$ cat src/rtl/alu_pkg.sv
// rtl/alu_pkg.sv - shared opcodes, data width, opcode legality check and sequencer state enum.
package alu_pkg;

  localparam int DATA_W = 8;
  localparam int OP_W   = 4;

  localparam logic [OP_W-1:0] OP_ADD = 4'b0000;
  localparam logic [OP_W-1:0] OP_SUB = 4'b0001;
  localparam logic [OP_W-1:0] OP_INC = 4'b0010;
  localparam logic [OP_W-1:0] OP_DEC = 4'b0100;
  localparam logic [OP_W-1:0] OP_AND = 4'b1000;
  localparam logic [OP_W-1:0] OP_OR  = 4'b1001;
  localparam logic [OP_W-1:0] OP_NOT = 4'b1010;
  localparam logic [OP_W-1:0] OP_XOR = 4'b1100;
  localparam logic [OP_W-1:0] OP_SL  = 4'b1110;
  localparam logic [OP_W-1:0] OP_SR  = 4'b0111;

  typedef enum logic [1:0] {
    ST_IDLE,
    ST_READ,
    ST_EXEC,
    ST_RESP
  } seq_state_t;

  function automatic logic is_legal_op(input logic [OP_W-1:0] op);
    case (op)
      OP_ADD, OP_SUB, OP_INC, OP_DEC, OP_AND,
      OP_OR, OP_NOT, OP_XOR, OP_SL, OP_SR: return 1'b1;
      default:                             return 1'b0;
    endcase
  endfunction

endpackage

$ cat src/rtl/alu.sv
// rtl/alu.sv - combinational 8-bit ALU; carry_out is carry for add/inc/sl, borrow for sub/dec, shifted-out bit for sr.
module alu
  import alu_pkg::*;
#(
  parameter int ALU_OP_W = 4,
  parameter int DATA_W   = 8
) (
  input  logic [DATA_W-1:0]   a,
  input  logic [DATA_W-1:0]   b,
  input  logic [ALU_OP_W-1:0] opcode,
  output logic [DATA_W-1:0]   result,
  output logic                carry_out
);

  logic [DATA_W:0] wide;

  always_comb begin
    wide = '0;
    case (opcode)
      OP_ADD:  wide = {1'b0, a} + {1'b0, b};
      OP_SUB:  wide = {1'b0, a} - {1'b0, b};
      OP_INC:  wide = {1'b0, a} + (DATA_W+1)'(1);
      OP_DEC:  wide = {1'b0, a} - (DATA_W+1)'(1);
      OP_AND:  wide = {1'b0, a & b};
      OP_OR:   wide = {1'b0, a | b};
      OP_NOT:  wide = {1'b0, ~a};
      OP_XOR:  wide = {1'b0, a ^ b};
      OP_SL:   wide = {a, 1'b0};
      OP_SR:   wide = {a[0], 1'b0, a[DATA_W-1:1]};
      default: wide = '0;
    endcase
  end

  assign result    = wide[DATA_W-1:0];
  assign carry_out = wide[DATA_W];

endmodule

$ cat src/rtl/alu_seq.sv
// rtl/alu_seq.sv - command sequencer driving the shared alu from a 4-entry register file.
// Optional macro ALU_SEQ_FLAGS_EN adds registered rsp_zero/rsp_neg and internal Z/N flags.
module alu_seq
  import alu_pkg::*;
#(
  parameter int ALU_OP_W = 4,
  parameter int DATA_W   = 8,
  parameter int NREG     = 4,
  localparam int IDX_W   = $clog2(NREG)
) (
  input  logic                clk,
  input  logic                rst_n,
  input  logic                cmd_valid,
  output logic                cmd_ready,
  input  logic                cmd_ld,
  input  logic [ALU_OP_W-1:0] cmd_op,
  input  logic [IDX_W-1:0]    cmd_dst,
  input  logic [IDX_W-1:0]    cmd_srca,
  input  logic [IDX_W-1:0]    cmd_srcb,
  input  logic [DATA_W-1:0]   cmd_imm,
  output logic                rsp_valid,
  input  logic                rsp_ready,
  output logic [DATA_W-1:0]   rsp_data,
  output logic                rsp_carry,
  output logic                rsp_err
`ifdef ALU_SEQ_FLAGS_EN
  ,
  output logic                rsp_zero,
  output logic                rsp_neg
`endif
);

  seq_state_t state, state_nx;

  logic [DATA_W-1:0]   rf [NREG];
  logic                carry;
  logic [IDX_W-1:0]    dst_q, srca_q, srcb_q;
  logic [ALU_OP_W-1:0] op_q, alu_op;
  logic [DATA_W-1:0]   op_a, op_b, alu_result;
  logic                alu_carry;
  logic                accept, legal;

  assign accept    = cmd_valid & cmd_ready;
  assign cmd_ready = (state == ST_IDLE);
  assign rsp_valid = (state == ST_RESP);
  assign legal     = is_legal_op(alu_op);

  alu #(.ALU_OP_W(ALU_OP_W), .DATA_W(DATA_W)) u_alu (
    .a         (op_a),
    .b         (op_b),
    .opcode    (alu_op),
    .result    (alu_result),
    .carry_out (alu_carry)
  );

  always_ff @(posedge clk or negedge rst_n) begin
    if (!rst_n) state <= ST_IDLE;
    else        state <= state_nx;
  end

  always_comb begin
    state_nx = state;
    case (state)
      ST_IDLE: if (cmd_valid) state_nx = cmd_ld ? ST_RESP : ST_READ;
      ST_READ: state_nx = ST_EXEC;
      ST_EXEC: state_nx = ST_RESP;
      ST_RESP: if (rsp_ready) state_nx = ST_IDLE;
      default: state_nx = ST_IDLE;
    endcase
  end

  // Response registers only change on load acceptance or in EXEC, so they hold through RESP.
  always_ff @(posedge clk or negedge rst_n) begin
    if (!rst_n) begin
      for (int i = 0; i < NREG; i++) rf[i] <= '0;
      carry     <= 1'b0;
      dst_q     <= '0;
      srca_q    <= '0;
      srcb_q    <= '0;
      op_q      <= '0;
      alu_op    <= '0;
      op_a      <= '0;
      op_b      <= '0;
      rsp_data  <= '0;
      rsp_carry <= 1'b0;
      rsp_err   <= 1'b0;
    end else begin
      case (state)
        ST_IDLE: begin
          if (accept) begin
            dst_q  <= cmd_dst;
            srca_q <= cmd_srca;
            srcb_q <= cmd_srcb;
            op_q   <= cmd_op;
            if (cmd_ld) begin
              rf[cmd_dst] <= cmd_imm;
              rsp_data    <= cmd_imm;
              rsp_carry   <= carry;
              rsp_err     <= 1'b0;
            end
          end
        end
        ST_READ: begin
          op_a   <= rf[srca_q];
          op_b   <= rf[srcb_q];
          alu_op <= op_q;
        end
        ST_EXEC: begin
          if (legal) begin
            rf[dst_q] <= alu_result;
            carry     <= alu_carry;
            rsp_data  <= alu_result;
            rsp_carry <= alu_carry;
            rsp_err   <= 1'b0;
          end else begin
            rsp_data  <= '0;
            rsp_carry <= carry;
            rsp_err   <= 1'b1;
          end
        end
        default: ;
      endcase
    end
  end

`ifdef ALU_SEQ_FLAGS_EN
  logic z_flag, n_flag;

  always_ff @(posedge clk or negedge rst_n) begin
    if (!rst_n) begin
      z_flag   <= 1'b0;
      n_flag   <= 1'b0;
      rsp_zero <= 1'b0;
      rsp_neg  <= 1'b0;
    end else if (state == ST_IDLE && accept && cmd_ld) begin
      z_flag   <= (cmd_imm == '0);
      n_flag   <= cmd_imm[DATA_W-1];
      rsp_zero <= (cmd_imm == '0);
      rsp_neg  <= cmd_imm[DATA_W-1];
    end else if (state == ST_EXEC) begin
      // Illegal ops leave Z/N alone but the response flags still track rsp_data (forced 0).
      if (legal) begin
        z_flag   <= (alu_result == '0);
        n_flag   <= alu_result[DATA_W-1];
        rsp_zero <= (alu_result == '0);
        rsp_neg  <= alu_result[DATA_W-1];
      end else begin
        rsp_zero <= 1'b1;
        rsp_neg  <= 1'b0;
      end
    end
  end
`endif

endmodule
$ cat config.mk
export PLATFORM = sky130hd
export DESIGN_NAME = alu_seq
export DESIGN_NICKNAME = d
export VERILOG_FILES = /design/src/rtl/alu_pkg.sv /design/src/rtl/alu.sv /design/src/rtl/alu_seq.sv
export SDC_FILE = /design/constraint.sdc
export NUM_CORES = 1
export LEC_CHECK = 0
export CAP_MARGIN = 15
export CORE_ASPECT_RATIO = 1.4
export CORE_MARGIN = 2
export CORE_UTILIZATION = 40
export DETAILED_ROUTE_END_ITERATION = 7
export GPL_ROUTABILITY_DRIVEN = 1
export PLACE_DENSITY_LB_ADDON = 0.15
export SLEW_MARGIN = 20
export SYNTH_ARGS = -nofsm -noshare
export SYNTH_HDL_FRONTEND = slang
export SYNTH_SLANG_ARGS = --single-unit
$ cat constraint.sdc
create_clock -name clk -period 3.1 [get_ports clk]
set_input_delay 0.775 -clock clk [delete_from_list [all_inputs] [get_ports clk]]
set_output_delay 0.775 -clock clk [all_outputs]
set_load 0.01 [all_outputs]
After elaboration in Yosys (flattened, before gate mapping)
Memories as Yosys holds them, arrays and structs flattened.
Index checks and enable logic that the tools add are counted.
- bitwise operators: 9
- magnitude comparators: 6
- equality and inequality tests: 17
- reduce and logical (&&, ||, !) cells: 9
- multiplexer cells: 33
- $add $sub $neg: 4
- operators with widths (kind ; number):
    $mux W32 ; 3
    $pmux W9 S10 ; 1
    $mux W8 ; 9
    $bwmux W32 ; 2
    $pmux W32 S2 ; 1
    $bmux W8 S2 ; 2
    $demux W8 S2 ; 2
    $eq A4 B4 Y1 const B ; 5
    $pmux W8 S2 ; 1
    $ge A3 B3 Y1 const B ; 4
    $not A2 Y3 ; 4
    $add A8 B1 Y9 const B ; 1
    $add A8 B8 Y9 ; 1
    $sub A8 B1 Y9 const B ; 1
    $sub A8 B8 Y9 ; 1
    $and A8 B8 Y8 ; 1
    $eq A4 B3 Y1 const B ; 2
    $not A8 Y8 ; 1
    $or A8 B8 Y8 ; 1
    $pmux W2 S4 ; 1
    $xor A8 B8 Y8 ; 1
    $lt A3 B1 Y1 const B ; 2
    $mux W1 ; 6
    $mux W2 ; 3
    other kinds (15) ; 22
- word-level logic and storage cells: 95
- ROM bits: 16
- output and inout bits: 12
- input port bits: 23
- memories kept: 1
- bits in registers: 75
- memory list (name ; words ; bits a word ; rd ports ; clocked after memory_dff ; wr ports ; line ; text):
    (no name shown) ; 16 ; 1 ; 1 ; 0 ; 0 ; alu_pkg.sv:26 ; case (op)

Longest topological paths before layout
Gate-level depths: netlist of run 1.
- depth after elaboration: 9
- gate-level depth with buffers: 15
- gate-level depth less buffers: 13

By module
Synthesis of run 1 repeated with hierarchy kept, for this count alone.
- cell total of the unflattened synthesis: 522
- area, all modules: 5501.5 um^2
- modules (own cells, without submodules) (module ; area an instance (um^2) ; times used ; cells each ; sequential area each (um^2)):
    alu_seq ; 3881.2 ; 1 ; 282 ; 1876.8
    alu ; 1620.3 ; 1 ; 240 ; 0.0

Worst setup path before layout of run 1
OpenSTA, ideal clock, no wires.
- path type: reg2reg
- from: register alu_op[0]
- to: register rsp_data[5]
- clock period less this slack: 3.286 ns
- data arrival time: 3.140 ns
- required time: 2.954 ns
- setup slack: -0.186 ns
- stages on the path, launching flop included: 15
- library setup time: 0.146 ns
- buffers on the path: 2
- cells stage by stage: dfrtp_1 inv_1 ha_1 buf_2 nand2_1 a21oi_1 nor3_1 or3_1 ha_1 clkbuf_2 nor3b_1 a311oi_1 o311ai_0 a221oi_1 o21ai_0
- longest elaborated chain between the ends: 4
- elaborated cells between the ends (all ways): 14
- those cells by class: 9 x eq/ne; 3 x mux; 1 x reduce/logical; 1 x memory
- ends and longest elaborated chain (what ; line ; text):
    start, declared ; alu_seq.sv:38 ; logic [ALU_OP_W-1:0] op_q, alu_op;
    start signal, assigned ; alu_seq.sv:106 ; alu_op <= op_q;
    $eq A4 B3 Y1, or another cell as far along ; alu.sv:19 ; case (opcode)
    $pmux W9 S10 ; alu.sv:19 ;
    $mux W8 (*) ; alu_seq.sv:109 ; if (legal) begin
    $pmux W8 S2 (*) ; alu_seq.sv:88 ; case (state)
    end signal, assigned ; alu_seq.sv:97 ; rsp_data <= cmd_imm;
    end signal, assigned ; alu_seq.sv:112 ; rsp_data <= alu_result;
    end, declared ; alu_seq.sv:23 ; output logic [DATA_W-1:0] rsp_data,
Mark *: on every way between the ends. The rest lies on a longest branch, timed or not.
A chain may end at the register's enable or synchronous reset.

Final worst setup path of run 1
- from: register alu_op[0]
- to: register rf[13] (netlist bit)
- longest elaborated chain between the ends: 5
- elaborated cells between the ends (all ways): 17
- those cells by class: 10 x eq/ne; 4 x mux; 2 x reduce/logical; 1 x memory
- ends and longest elaborated chain (what ; line ; text):
    $eq A4 B3 Y1, or another cell as far along ; alu.sv:19 ;
    $pmux W9 S10 ; alu.sv:19 ;
    $bwmux W32 ; alu_seq.sv:110 ; rf[dst_q] <= alu_result;
    $mux W32 ; alu_seq.sv:109 ;
    $pmux W32 S2 ; alu_seq.sv:88 ;
    end signal, assigned by index ; alu_seq.sv:96 ; rf[cmd_dst] <= cmd_imm;
    end signal, assigned by index ; alu_seq.sv:110 ;
    end, declared ; alu_seq.sv:35 ; logic [DATA_W-1:0] rf [NREG];
Several ways; a longest one is shown, not always the timed one. The select of a mux whose other input is x is not followed.

==> results.toml, run 1 <==
[sta]
whs_ns = 0.4869
setup_viol = 0
hold_violations = 0
post-route-period-util_pct = 99.63
slew-limit-headroom_pct = 33.79
worstMarginPinSlew_ns = 0.9932
max_freq_mhz = 323.8
slew_violations = 0
clock-skew-final_ns = 0.007404
rsz0062_at_grt = "yes"
period_minus_slack_ns = 3.088
fin_tns_setup_ns = 0

[grt]
grt_start_max_net_pins = 76
antenna_found_initial = 0
overflow = 0
grt_pass1_vias = 5211
grt_pass1_wl_mm = 27.83
grtUsageTotal_pct = 24.96

[setup_path]
crit_arrival_ns = 3.28
worstPathMaxFanout = 7
path_class = "reg -> reg"
start_kind = "flip-flop"
critical_path_required_ns = 3.29
path_common_cell = "ha_4"
cp_slowest_cell = "dfrtp_1"
crit_chain = "inv_2 -> ha_4 -> nand2_4 -> a21o_1 -> a21oi_2 -> nor2_1 -> or3_4 -> ha_4 -> nor3b_4 -> a311oi_2 -> o311ai_2 -> a221oi_2 -> buf_4 -> a31oi_4"
critPathCaptureType = "flip-flop"
r2r-start = "alu_op[0]"
max_stage_delay_ns = 0.41
r2r_cells = 14
r2r_slack_ns = 0.01
rr_endpoint = "rf[13]"

[synth]
synth_seq_area_share_pct = 34.12
synthAdderAreaFrac_pct = 8.098
synth_compound_area_share_pct = 23.07
synthSimpleGateAreaFrac_pct = 18.13
synth.avg_cell_area_sq_um = 9.244
ys_ff_latch = 75
synth_top_family_by_area = "compound AO/OA/AOI/OAI gates"
ys.flop_type = "dfrtp_1"
synth_cells = 595
synth-xor-area-share_pct = 0.3185
yosys_warnings = 0
syn_area_sq_mm = 0.005500
synth_edf_count = 0
syn_nets = 653
synthMuxAreaShare_pct = 10.46
async_reset_ff_share_pct = 100.0
synth_cell_type_count = 67

[detailed_routing]
drtAntennaViolNets = 0
dr.pass1.iters = 4
drc = 0
routedWlPerCell_um = 20.49
dr_total_vias = 5109
wirelength_mm = 17.56
vias_per_cell = 5.961
first_iter_violations = 276

[cts]
cts-root-buf = "clkbuf_16"
clk_latency_ns = 0.33
ctsHoldBuffers = 0
cts_tree = "done"
ctsHtreeMaxLevel = 3
cts_buffer_depth = 2
cts.clk_slew.worst_paths_ns = 0.06
cts_buffers = 9
clock_sinks = 75

[floorplanning]
floorplan.initialDensity_pct = 41.08
io_pins = 35
die_w_um = 103.1
row_count = 50
core-area_sq_mm = 0.01339
die_h_um = 142.7
dieArea_sq_mm = 0.01472

[power_and_ir_drop]
ir_drop_uv = 484.0
total_power_mw = 9.193
cellPowerDensity_mw_per_mm2 = 1320
p_leak_nw = 2.842

[cells_and_area]
syn_to_final_growth_pct = 26.59
stdcell_area_sq_mm = 0.006963
diodes = 0
drive_gt1_share_pct = 24.59
layout.nets = 731

[placed_design]
place_hpwl_mm = 13.10
gp_routability_congestion = 0.8971
port_buffers = 34
dpl-instance-area_sq_mm = 0.006320

[status]
status = "finished clean"

[hold_path]
hold_path_depth = 2
worstHoldEndpoint = "alu_op[3]"
min_from = "op_q[3]"
hold_path_class = "reg -> reg"

[job]
drv_cap = 0
-- critical path: cells and delay by family (launching register included) --
family / cells / cell delay (ns)
fa+ha+maj: 2 / 0.45
simple gates: 4 / 0.67
compound gates: 6 / 1.09
flops: 1 / 0.41
buf+inv: 2 / 0.31
-- power breakdown --
group,internal (mW),total (mW),switching (mW)
registers,1.41,1.98,0.567
clock network,0.527,0.922,0.395
logic,3.07,6.30,3.23
total,5.01,9.19,4.19
-- through the flow --
step           util, %  setup WS, ns  std cells
2_1_floorplan        -       0.01425        595
3_3_place_gp     47.21       -0.1555        829
3_5_place_dp     47.21       -0.2537        829
4_1_cts          50.06      -0.01899        846
5_1_grt          52.01       -0.1044        857
6_report         52.01       0.01159        857
-- sequential cells by signal, indices dropped and copies added, names as in the netlist, 2 cells and up --
register / flops
op_a: 8
srca_q: 2
state: 2
srcb_q: 2
op_q: 4
op_b: 8
dst_q: 2
rf: 32
rsp_data: 8
alu_op: 4
-- cells by family after synthesis --
group | count (synthesis)
flip-flops | 75
AO/OA/AOI/OAI | 185
multiplexers | 36
buffers and inverters | 69
AND/OR/NAND/NOR | 193
adder cells (fa/ha/maj) | 35
XOR/XNOR | 2
-- synthesized netlist by cell type, types with 6 or more instances --
library cell	count	share of area, %
mux4_2	16	6.6
o221ai_1	13	2.1
inv_1	28	1.9
nand2b_1	17	1.9
mux2i_1	8	1.5
dfrtp_1	75	34
o21a_1	13	1.8
clkbuf_1	17	1.2
ha_1	34	7.7
nand3_1	8	0.73
or3_1	8	0.91
buf_2	17	1.5
a22oi_1	11	1.5
nor2b_1	11	1.3
o21ai_0	49	4.5
nor2_1	37	2.5
and2_1	6	0.68
a31oi_1	16	1.8
nor3_1	9	0.82
o211ai_1	11	1.5
nand2_1	59	4.0
mux2_2	12	2.5
a21oi_1	26	2.4
nand4_1	10	1.1
-- worst max path at each step --
stage / startpoint / endpoint / slack [ns] / depth (start not counted)
after floorplan: alu_op[0] / rf[21] / 0.01 / 15
after global placement: alu_op[1] / rsp_data[7] / -0.16 / 14
after detailed placement: alu_op[1] / rsp_data[7] / -0.25 / 14
after CTS: alu_op[1] / rsp_data[7] / -0.02 / 14
after global routing: alu_op[0] / carry / -0.10 / 15
final: alu_op[0] / rf[13] / 0.01 / 14
-- final cells by class --
| type | count | area, sq um |
|---|---|---|
| clock buffer | 10 | 229.0 |
| clock inverter | 3 | 18.77 |
| fill | 1312 | 6425 |
| inverter | 28 | 107.6 |
| multi-input combinational | 451 | 3585 |
| sequential | 75 | 1878 |
| tap | 182 | 227.7 |
| timing repair buffer | 108 | 917.1 |
-- metal layers --
metal,wire length (um),vias to the layer above,global-route usage [%]
met5,0,-,0
li1,-,2353,-
met3,718,49,3.524
met1,6997,2519,30.02
met4,643,0,12.88
met2,9202,188,42.69
-- placed cells by master, fill, tap and decap left out, types with 13 or more instances in the layout --
master and count:
clkdlybuf4s50_1 33, a31oi_1 15, dfrtp_1 74, mux4_2 16, ha_1 25, o21a_1 13
inv_1 26, nand2_1 58, buf_4 71, nand2b_1 15, a21oi_1 22, o21ai_0 44
nor2_1 36, o221ai_1 13
-- what timing repair did --
action | CTS | global route
endpoints found under the setup margin | 32 | 29
gates resized for setup | 21 | 38
setup buffers | 4 | 11
pin swaps | 3 | 15
(Power assumes the default switching activity.)
==> run 2, diff against run 1 <==
==> constraint.sdc (replaced) <==
create_clock -name clk -period 3.1 [get_ports clk]
set_input_delay 0.465 -clock clk [delete_from_list [all_inputs] [get_ports clk]]
set_output_delay 0.465 -clock clk [all_outputs]
set_load 0.01 [all_outputs]
==> results.toml, run 2 (synthesis gave the netlist of run 1 again) <==
[sta]
rsz0062_at_grt = "yes"
slew-limit-headroom_pct = 32.07
worstMarginPinSlew_ns = 1.015
post-route-period-util_pct = 99.00
hold_violations = 0
fin_tns_setup_ns = 0
setup_viol = 0
whs_ns = 0.1405
timing.final.ws_setup_ns = 0.03090
clock-skew-final_ns = 0.008651
slew_violations = 0
period_minus_slack_ns = 3.069
max_freq_mhz = 325.8

[cts]
ctsHtreeMaxLevel = 3
cts-root-buf = "clkbuf_16"
cts_tree = "done"
clock_sinks = 75
cts.clk_slew.worst_paths_ns = 0.06
clk_latency_ns = 0.34
ctsHoldBuffers = 0
cts_buffers = 9
cts_buffer_depth = 2

[cells_and_area]
drive_gt1_share_pct = 25.96
syn_to_final_growth_pct = 28.32
fill_cells = 1273
layout_common_cells = "dfrtp_1, buf_4, nand2_1"
final_common_cell = "dfrtp_1"
largest_register_ff_count = 32
diodes = 0
largest-register = "rf"
layout.nets = 731

[detailed_routing]
first_iter_violations = 309
dr_total_vias = 5180
dr.pass1.iters = 5
wirelength_mm = 17.51
drc = 0
drtAntennaViolNets = 0
routedWlPerCell_um = 20.36
vias_per_cell = 6.023

[grt]
grtUsageTotal_pct = 24.73
antenna_found_initial = 0
overflow = 0
grt_pass1_wl_mm = 27.46
grt_pass1_vias = 5077
grt_start_max_net_pins = 76

[job]
drv_cap = 0

[floorplanning]
row_count = 50
dieArea_sq_mm = 0.01472
core-area_sq_mm = 0.01339
io_pins = 35
die_h_um = 142.7
die_w_um = 103.1
floorplan.initialDensity_pct = 41.08

[setup_path]
r2r-start = "alu_op[0]"
worstSetupPathDepth = 14
critPathCaptureType = "flip-flop"
cp-startpoint = "alu_op[0]"
r2r_cells = 14
rr_endpoint = "rf[13]"
crit_arrival_ns = 3.27
critPathBufInv = 2
max_stage_delay_ns = 0.40
crit_chain = "inv_2 -> ha_4 -> o21bai_4 -> a21o_1 -> a21oi_2 -> nor2_1 -> or3_4 -> ha_4 -> nor2b_1 -> a311oi_2 -> o311ai_2 -> a221oi_2 -> buf_4 -> a31oi_1"
worstPathMaxFanout = 7
r2r_slack_ns = 0.03
start_kind = "flip-flop"
path_class = "reg -> reg"
cp_slowest_cell = "dfrtp_1"
critical_path_required_ns = 3.30
crit_family = "compound AO/OA/AOI/OAI gates"
path_common_cell = "ha_4"

[power_and_ir_drop]
p_leak_nw = 2.869
cellPowerDensity_mw_per_mm2 = 1361
seq_power_share_pct = 20.5
clock_power_share_pct = 11.8
p_int_mw = 5.306
p_sw_mw = 4.301
ir_drop_uv = 599.6
combPwrFrac_pct = 67.7
p_sw_share_pct = 44.77

[placed_design]
dpl_worst_slack_ns = -0.2444
gp_routability_congestion = 0.8864
port_buffers = 34
place_hpwl_mm = 12.91

[hold_path]
hold_path_class = "in -> async"

[status]
status = "finished clean"
run 2: area by class of cell:
cell class | count | area, sq um | share of cell area [%]
multi-input cells | 451 | 3613 | 51.20
flip-flops and latches | 75 | 1878 | 26.61
repair buffers | 108 | 920.9 | 13.05
clock buffers | 11 | 232.7 | 3.297
well taps | 182 | 227.7 | 3.226
inverters | 28 | 107.6 | 1.525
clock inverters | 5 | 77.57 | 1.099
run 2: timing repair:
item                                    CTS  global route
endpoints found under the setup margin   32            26
setup buffers                             4            13
pin swaps                                 5            20
gates cloned                              0             0
resized for setup                        28            39
run 2: per-stage QoR:
stage	cell area, sq um	power (mW)	instances	utilization (%)
3_3_place_gp	6292	7.184	827	47.00
4_1_cts	6779	8.884	847	50.64
6_report	7058	9.607	860	52.72
5_1_grt	7058	10.23	860	52.72
2_1_floorplan	5518	5.283	595	-
3_5_place_dp	6292	7.292	827	47.00
run 2: power groups by stage:
stage	registers (mW)	clock network (mW)	logic [mW]
3_3_place_gp	1.93	0	5.25
5_1_grt	2.04	1.19	7.01
4_1_cts	1.96	1.14	5.79
6_report	1.97	1.13	6.50
3_5_place_dp	1.95	0	5.34
2_1_floorplan	1.68	0	3.60
run 2: worst max-delay path by stage:
stage	end	slack [ns]
2_1_floorplan	rf[21]	0.01
5_1_grt	rsp_data[7]	-0.04
6_report	rf[13]	0.03
4_1_cts	rsp_data[7]	-0.005
3_3_place_gp	rsp_data[7]	-0.18
3_5_place_dp	rsp_data[7]	-0.24
run 2: layer usage:
layer / track usage, % / up-vias / share of wire, %
li1: - / 2363 / -
met3: 3.328 / 65 / 5.2
met5: 0 / - / 0
met2: 41.49 / 209 / 51
met4: 14.20 / 0 / 5.3
met1: 29.96 / 2543 / 38
==> run 3, diff against run 2 <==
clock period = 3.4 ns   (was 3.1 ns; I/O delays follow)
==> results.toml, run 3 (synthesis gave the netlist of run 1 again) <==
[setup_path]
max_stage_delay_ns = 0.50
crit_arrival_ns = 3.45
crit_family = "simple AND/OR/NAND/NOR gates"
critPathBufInv = 2
worstPathMaxFanout = 6
path_class = "reg -> reg"
crit_chain = "inv_2 -> ha_2 -> or3b_2 -> nor3_2 -> nor3_1 -> or3_1 -> ha_4 -> a21oi_1 -> o21ai_0 -> a41oi_2 -> mux2i_1 -> buf_4 -> o211ai_1"
r2r_slack_ns = 0.15
start_kind = "flip-flop"
critPathCaptureType = "flip-flop"
cp_slowest_cell = "or3b_2"
critical_path_required_ns = 3.60

[job]
drv_cap = 0

[cts]
ctsHtreeMaxLevel = 3
cts-root-buf = "clkbuf_16"
ctsHoldBuffers = 0
clock_sinks = 75
cts.clk_slew.worst_paths_ns = 0.06
clk_latency_ns = 0.34
cts_buffer_depth = 2
cts_buffers = 9
cts_tree = "done"

[detailed_routing]
vias_per_cell = 5.937
drc = 0
routedWlPerCell_um = 20.30
drtAntennaViolNets = 0
dr.pass1.iters = 5
dr_total_vias = 4916
wirelength_mm = 16.81
first_iter_violations = 287

[cells_and_area]
final_cells = 828
diodes = 0
postLayoutCoreUtil_pct = 49.34
stdcell_area_sq_mm = 0.006605
syn_to_final_growth_pct = 20.09
drive_gt1_share_pct = 18.11
layout_common_cells = "dfrtp_1, nand2_1, o21ai_0"
layout.nets = 700
final_common_cell = "dfrtp_1"
largest-register = "rf"
largest_register_ff_count = 32

[sta]
worstMarginPinSlew_ns = 0.9714
post-route-period-util_pct = 95.65
hold_violations = 0
max_freq_mhz = 307.5
period_minus_slack_ns = 3.252
clock-skew-final_ns = 0.008278
slew_violations = 0
setup_viol = 0
fin_tns_setup_ns = 0
slew-limit-headroom_pct = 35.00

[placed_design]
place_hpwl_mm = 12.68
gp_routability_congestion = 0.8832
dpl.cell_count = 809
dpl-instance-area_sq_mm = 0.006145
port_buffers = 34

[grt]
grt_pass1_wl_mm = 26.48
overflow = 0
grtUsageTotal_pct = 23.83
grt_start_max_net_pins = 76
antenna_found_initial = 0
grt_pass1_vias = 4956

[power_and_ir_drop]
total_power_mw = 7.704
p_leak_nw = 2.679
ir_drop_uv = 395.9
cellPowerDensity_mw_per_mm2 = 1166

[floorplanning]
die_h_um = 142.7
row_count = 50
die_w_um = 103.1
floorplan.initialDensity_pct = 41.08
core-area_sq_mm = 0.01339
io_pins = 35
dieArea_sq_mm = 0.01472

[hold_path]
hold_path_class = "in -> async"

[status]
status = "finished clean"
-- run 3: cell count changes in the layout (fill, tap and decap cells not counted), moves of 3 or more --
cell and change:
a21oi_1 +4, a21oi_2 -3, buf_4 -29, buf_6 -3
ha_4 -4, nor2_1 +3, nor3_1 +3, o21ai_0 +7
o21ai_1 -4, o21ai_2 -3, or3_1 +3, or3_4 -3
-- run 3: final timing paths --
kind / from / endpoint / depth (start not counted)
setup reg to reg: op_b[0] / rsp_data[7] / 13
hold / removal: rst_n / rf[22] / 1
min in group clk: op_q[3] / alu_op[3] / 2
hold reg to reg: op_q[3] / alu_op[3] / 2
setup / recovery: op_b[0] / rsp_data[7] / 13
max in group asynchronous: rst_n / op_a[1] / 2
-- run 3: repair_timing --
| item | CTS | global route |
|---|---|---|
| pin swaps | 0 | 9 |
| setup buffers | 0 | 3 |
| endpoints found under the hold margin | 0 | 0 |
| cloned | 0 | 0 |
| setup endpoints to repair | 5 | 24 |
| resized for setup | 2 | 27 |
-- run 3: power by group --
| part | switching (mW) | internal, mW |
|---|---|---|
| Sequential | 0.505 | 1.28 |
| Combinational | 2.69 | 2.26 |
| Clock | 0.375 | 0.584 |
-- run 3: worst reg2reg max path, stage by stage (launching register included) --
cell and delay, ns:
dfrtp_1 0.41, inv_2 0.11, ha_2 0.21, or3b_2 0.50, nor3_2 0.17, nor3_1 0.06
or3_1 0.37, ha_4 0.26, a21oi_1 0.12, o21ai_0 0.11, a41oi_2 0.19, mux2i_1 0.30
buf_4 0.20, o211ai_1 0.09
-- run 3: stage by stage --
step           worst slack (ns)  hold slack [ns]
6_report                 0.1478          0.05400
5_1_grt                -0.01865          0.06412
4_1_cts                 0.02994           0.3702
3_5_place_dp          -0.002366           0.4740
3_3_place_gp            0.01400           0.4597
2_1_floorplan            0.1141           0.2144
-- run 3: layout make-up --
cell class                 count  area, sq um
clock inverter                 4        51.30
fill                        1322         6783
sequential                    75         1877
inverter                      28        105.1
multi-input combinational    451         3410
clock buffer                  11        242.7
tap                          182        227.7
timing repair buffer          77        691.9
-- run 3: layer usage --
layer / up-vias / share of wire [%] / GRT usage [%]
li1: 2302 / - / -
met1: 2391 / 39 / 29.29
met2: 183 / 53 / 41.25
met3: 40 / 5.1 / 3.769
met4: 0 / 3.2 / 9.349
met5: - / 0 / 0
